## config.mk

```make
export PLATFORM = sky130hd
export DESIGN_NAME = lane_pause_req_ctrl
export DESIGN_NICKNAME = d
export VERILOG_FILES = /design/src/rtl/lane_pause_req_ctrl.sv
export SDC_FILE = /design/constraint.sdc
export NUM_CORES = 1
export LEC_CHECK = 0
export ABC_CLOCK_PERIOD_IN_PS = 3550
export CAP_MARGIN = 40
export CORE_MARGIN = 2
export CORE_UTILIZATION = 53
export CTS_CLUSTER_DIAMETER = 30
export DETAILED_ROUTE_END_ITERATION = 7
export PLACE_DENSITY_LB_ADDON = 0.08
export SLEW_MARGIN = 20
export SYNTH_ARGS = -nofsm -noshare
export SYNTH_HDL_FRONTEND = slang
export SYNTH_SLANG_ARGS = --single-unit
```

## constraint.sdc

```tcl
create_clock -name CLK -period 3.55 [get_ports CLK]
set_input_delay 0.355 -clock CLK [delete_from_list [all_inputs] [get_ports CLK]]
set_output_delay 0.355 -clock CLK [all_outputs]
set_load 0.03 [all_outputs]
```

## src/rtl/lane_pause_req_ctrl.sv

```systemverilog
// Lane pause request controller: round-robin arbitration of delay-update requests
// and the pause / load-strobe / release / acknowledge / gap sequence for the PHY lane.
module lane_pause_req_ctrl #(
   parameter int NUM_REQ     = 4,
   parameter int PRE_CYCLES  = 2,
   parameter int POST_CYCLES = 3,
   parameter int MIN_GAP     = 4
) (
   input  logic               CLK,
   input  logic               RESET,
   input  logic [NUM_REQ-1:0] REQ,
   input  logic               HOLD_OFF,
   output logic               HS_IO_CLK_PAUSE,
   output logic               LOAD_STB,
   output logic [NUM_REQ-1:0] LOAD_SEL,
   output logic [NUM_REQ-1:0] ACK,
   output logic               BUSY
);

   localparam int MAX_PP = (PRE_CYCLES > POST_CYCLES) ? PRE_CYCLES : POST_CYCLES;
   localparam int MAX_C  = (MAX_PP > MIN_GAP) ? MAX_PP : MIN_GAP;
   localparam int CNT_W  = $clog2(MAX_C + 1);
   localparam int PTR_W  = (NUM_REQ > 1) ? $clog2(NUM_REQ) : 1;

   typedef enum logic [2:0] {
      ST_IDLE = 3'd0,
      ST_PRE  = 3'd1,
      ST_LOAD = 3'd2,
      ST_POST = 3'd3,
      ST_GAP  = 3'd4
   } state_t;

   state_t             r_state;
   logic [CNT_W-1:0]   r_cnt;
   logic [PTR_W-1:0]   r_ptr;
   logic [NUM_REQ-1:0] r_grant;
   logic               r_pause;
   logic               r_load_stb;
   logic [NUM_REQ-1:0] r_ack;

   state_t             w_nxt_state;
   logic [CNT_W-1:0]   w_nxt_cnt;
   logic [PTR_W-1:0]   w_nxt_ptr;
   logic [NUM_REQ-1:0] w_nxt_grant;
   logic [NUM_REQ-1:0] w_nxt_ack;
   logic               w_nxt_pause;
   logic               w_nxt_load_stb;
   logic               w_found;
   logic [PTR_W-1:0]   w_gidx;
   logic               w_cnt_last;

   // Round-robin search: first set request at or after the pointer, wrapping.
   always_comb begin : arb
      int idx;
      idx     = 0;
      w_found = 1'b0;
      w_gidx  = '0;
      for (int i = 0; i < NUM_REQ; i++) begin
         idx = int'(r_ptr) + i;
         if (idx >= NUM_REQ) idx = idx - NUM_REQ;
         if (!w_found && REQ[idx]) begin
            w_found = 1'b1;
            w_gidx  = PTR_W'(idx);
         end
      end
   end

   assign w_cnt_last = (r_cnt == CNT_W'(1));

   always_comb begin
      w_nxt_state = r_state;
      w_nxt_cnt   = r_cnt;
      w_nxt_ptr   = r_ptr;
      w_nxt_grant = r_grant;
      w_nxt_ack   = '0;
      case (r_state)
         ST_IDLE: begin
            if (!HOLD_OFF && w_found) begin
               w_nxt_state = ST_PRE;
               w_nxt_cnt   = CNT_W'(PRE_CYCLES);
               w_nxt_grant = NUM_REQ'(1) << w_gidx;
               w_nxt_ptr   = (w_gidx == PTR_W'(NUM_REQ - 1)) ? '0 : w_gidx + PTR_W'(1);
            end
         end
         ST_PRE: begin
            if (w_cnt_last) begin
               w_nxt_state = ST_LOAD;
               w_nxt_cnt   = '0;
            end else begin
               w_nxt_cnt = r_cnt - CNT_W'(1);
            end
         end
         ST_LOAD: begin
            w_nxt_state = ST_POST;
            w_nxt_cnt   = CNT_W'(POST_CYCLES);
         end
         ST_POST: begin
            if (w_cnt_last) begin
               w_nxt_state = ST_GAP;
               w_nxt_cnt   = CNT_W'(MIN_GAP);
               w_nxt_ack   = r_grant;
            end else begin
               w_nxt_cnt = r_cnt - CNT_W'(1);
            end
         end
         ST_GAP: begin
            if (w_cnt_last) begin
               w_nxt_state = ST_IDLE;
               w_nxt_cnt   = '0;
               w_nxt_grant = '0;
            end else begin
               w_nxt_cnt = r_cnt - CNT_W'(1);
            end
         end
         default: begin
            w_nxt_state = ST_IDLE;
            w_nxt_cnt   = '0;
            w_nxt_grant = '0;
         end
      endcase
      w_nxt_pause    = (w_nxt_state == ST_PRE) || (w_nxt_state == ST_LOAD) ||
                       (w_nxt_state == ST_POST);
      w_nxt_load_stb = (w_nxt_state == ST_LOAD);
   end

   // Outputs are registered from the next-state decode so pause is a clean flop level.
   always_ff @(posedge CLK) begin
      if (RESET) begin
         r_state    <= ST_IDLE;
         r_cnt      <= '0;
         r_ptr      <= '0;
         r_grant    <= '0;
         r_pause    <= 1'b0;
         r_load_stb <= 1'b0;
         r_ack      <= '0;
      end else begin
         r_state    <= w_nxt_state;
         r_cnt      <= w_nxt_cnt;
         r_ptr      <= w_nxt_ptr;
         r_grant    <= w_nxt_grant;
         r_pause    <= w_nxt_pause;
         r_load_stb <= w_nxt_load_stb;
         r_ack      <= w_nxt_ack;
      end
   end

   assign HS_IO_CLK_PAUSE = r_pause;
   assign LOAD_STB        = r_load_stb;
   assign LOAD_SEL        = r_grant;
   assign ACK             = r_ack;
   assign BUSY            = (r_state != ST_IDLE);

   a_load_pause : assert property (@(posedge CLK) disable iff (RESET) LOAD_STB |-> HS_IO_CLK_PAUSE);
   a_ack_nopause: assert property (@(posedge CLK) disable iff (RESET) (ACK != '0) |-> !HS_IO_CLK_PAUSE);
   a_ack_oh     : assert property (@(posedge CLK) disable iff (RESET) $onehot0(ACK));
   a_sel_oh     : assert property (@(posedge CLK) disable iff (RESET) $onehot0(LOAD_SEL));
   a_pause_busy : assert property (@(posedge CLK) disable iff (RESET) HS_IO_CLK_PAUSE |-> BUSY);

endmodule
```

==> flow_summary.ini <==
[placed_design]
dp_hpwl_um = 1240
gp_congestion = 0.792
io_buffer_count = 17

[yosys]
syn_inst = 107
syn_avg_cell_area_um2 = 8.66
synth_area_um2 = 927
ys_types = 33
ys_ff_latch = 18
synth_edf_count = 0
ys.flop_type = dfxtp_1
yosysSeqAreaShare_pct = 38.9
synth_fp_nets = 120
ys_warn_count = 0
postSynth.asyncResetShare_pct = 0

[clock_tree]
numCtsBuffers = 3
clock_latency_ns = 0.29
cts_resized = 0
clockBufferDepth = 2
clkSinkCount = 18
htree_levels = 1
clk_root_buffer_cell = clkbuf_4
cts_tree = yes
cts_setup_buffers = 0
hold_buffers = 0
path_clk_slew_ns = 0.09

[floorplanning]
rows = 15
pin_count = 18
die_h_um = 45.8
initial_core_util_pct = 54.9
coreArea_um2 = 1690
die_area_um2 = 2100
die_w_um = 45.8

[detailed_routing]
via_count = 764
remaining_drc_errors = 0
postRouteAntennaNets = 0
drtIter0Drc = 8
drt_wl_total_um = 1620
dr.pass1.iters = 5
wire_per_inst_um = 11.6
vias_per_cell = 5.46

[grt]
grt_pass1_wl_um = 2640
grt-ovfl-total = 0
grt_max_degree = 16
antenna_found_initial = 0
grtUsageTotal_pct = 17.5
grt_pass1_vias = 644

[worst_setup_path]
r2r-end = ACK[2]$_SDFF_PP0_
slowest_stage = clkdlybuf4s50_1
startpoint = r_state[2]$_SDFF_PP0_
critical_path.cell_chain = or3_4 -> clkdlybuf4s50_1
worstReg2RegStart = r_cnt[0]$_SDFFE_PP0P_
arrival_ns = 1.77
reg2reg_depth = 5
path_class = reg2out
crit_fanout = 10
start_kind = register
r2r_setup_slack_ns = 1.78
worstPathRequired_ns = 3.19
critPathMaxStageDelay_ns = 0.61
end_kind = primary output

[layout]
area_growth_pct = 20.4
fill_cells = 153
drive_gt1_share_pct = 7.32
mostFrequentLayoutCell = dfxtp_1
layout_common_cells = 18 x dfxtp_1, 17 x clkdlybuf4s50_1, 11 x nand2_1
final_nets = 138
diodes = 0
post-route-util_pct = 66.1

[timing]
finalHoldViolCount = 0
maxSlewViolCount = 0
min_period_ns = 2.12
max_freq_mhz = 471
rsz0062_at_grt = false
setup_violations = 0
slew_headroom_pct = 57.4
tightest_slew_ns = 0.637
finClkSkew_ns = 0.000805
fin_crit_sh_pct = 59.8
final.setup.tns_ns = 0

[min_path]
min_from = LOAD_SEL[0]$_SDFFE_PP0P_
whs_endpoint = LOAD_SEL[0]$_SDFFE_PP0P_
hold_class = reg2reg
whs_path_depth = 2

[job]
drv_cap = 0

[pwr]
ir_drop_uv = 260
p_leak_nw = 0.431
power.switching_w = 0.000134
seqPwrFrac_pct = 51.7
share_comb_of_total_power_pct = 25.7
power_per_cell_area_nw_per_um2 = 393
cellInternalPower_w = 0.000305
p_sw_share_pct = 30.5
p_clk_share_pct = 22.5

[outcome]
status = completed
## flip-flops by register name (all words and copies together), names as in the netlist
register / count
ACK: 4
HS_IO_CLK_PAUSE: 1
LOAD_SEL: 4
LOAD_STB: 1
r_cnt: 3
r_ptr: 2
r_state: 3
## cells in the mapped netlist (2+ instances only)
cell / number / area, um2
dfxtp_1: 18 / 360
nand2_1: 11 / 41.3
nor2_1: 10 / 37.5
a21oi_1: 8 / 40.0
inv_1: 7 / 26.3
ha_1: 6 / 75.1
nor3_1: 6 / 30.0
and2_1: 4 / 25.0
nand3_1: 4 / 20.0
a211oi_1: 3 / 22.5
nand2b_1: 3 / 18.8
a2bb2oi_1: 2 / 17.5
buf_2: 2 / 10.0
nor2b_1: 2 / 12.5
o21ai_0: 2 / 10.0
or3_4: 2 / 22.5
## worst max path at each step
| stage | endpoint |
|---|---|
| after global routing | BUSY |
| after detailed placement | LOAD_SEL[2]$_SDFFE_PP0P_ |
| after CTS | BUSY |
| final | BUSY |
| after floorplan | LOAD_SEL[0]$_SDFFE_PP0P_ |
| after global placement | LOAD_SEL[2]$_SDFFE_PP0P_ |
## critical path, delay by kind of cell, from the launching register on
| kind | cells | cell delay (ns) |
|---|---|---|
| DFF | 1 | 0.41 |
| buffers and inverters | 1 | 0.61 |
| and+or+nand+nor | 1 | 0.46 |
## area by class of cell
class / instances / area [um2] / area share, %
well taps: 17 / 21.3 / 1.91
multi-input cells: 78 / 515 / 46.2
clock buffers: 3 / 22.5 / 2.02
flip-flops and latches: 18 / 360 / 32.3
inverters: 7 / 26.3 / 2.35
repair buffers: 17 / 170 / 15.2
## power groups by stage
stage                clock, W  sequential, W  combinational (W)
finish              0.0000989       0.000227           0.000113
global placement            0       0.000231           0.000112
detailed placement          0       0.000232           0.000113
global route         0.000110       0.000229           0.000126
floorplan                   0       0.000235          0.0000753
CTS                  0.000102       0.000227           0.000114
## stage by stage
step / area (um2) / power (W) / hold WS (ns) / worst slack (ns) / std cells
detailed placement: 1090 / 0.000344 / 0.469 / 1.33 / 137
CTS: 1120 / 0.000443 / 0.486 / 1.42 / 140
finish: 1120 / 0.000439 / 0.480 / 1.43 / 140
global route: 1120 / 0.000466 / 0.507 / 1.36 / 140
global placement: 1090 / 0.000342 / 0.468 / 1.37 / 137
floorplan: 927 / 0.000311 / 0.432 / 2.00 / 107
## routing by layer
layer / up-vias / GRT usage [%] / wire (um)
li1: 405 / - / -
met1: 334 / 22.5 / 763
met2: 22 / 27.6 / 744
met3: 3 / 3.57 / 83
met4: 0 / 8.57 / 29
met5: - / 0 / 0
## logic make-up after synthesis
group	after synthesis	synth area share (%)
and+or+nand+nor	45	27.1
AOI/OAI and AO/OA	26	19.4
DFF	18	38.9
buffers and inverters	11	5.53
adders and majority gates	6	8.10
xor gates and xnor gates	1	0.945
No activity file was read; power rests on OpenSTA's default activity.
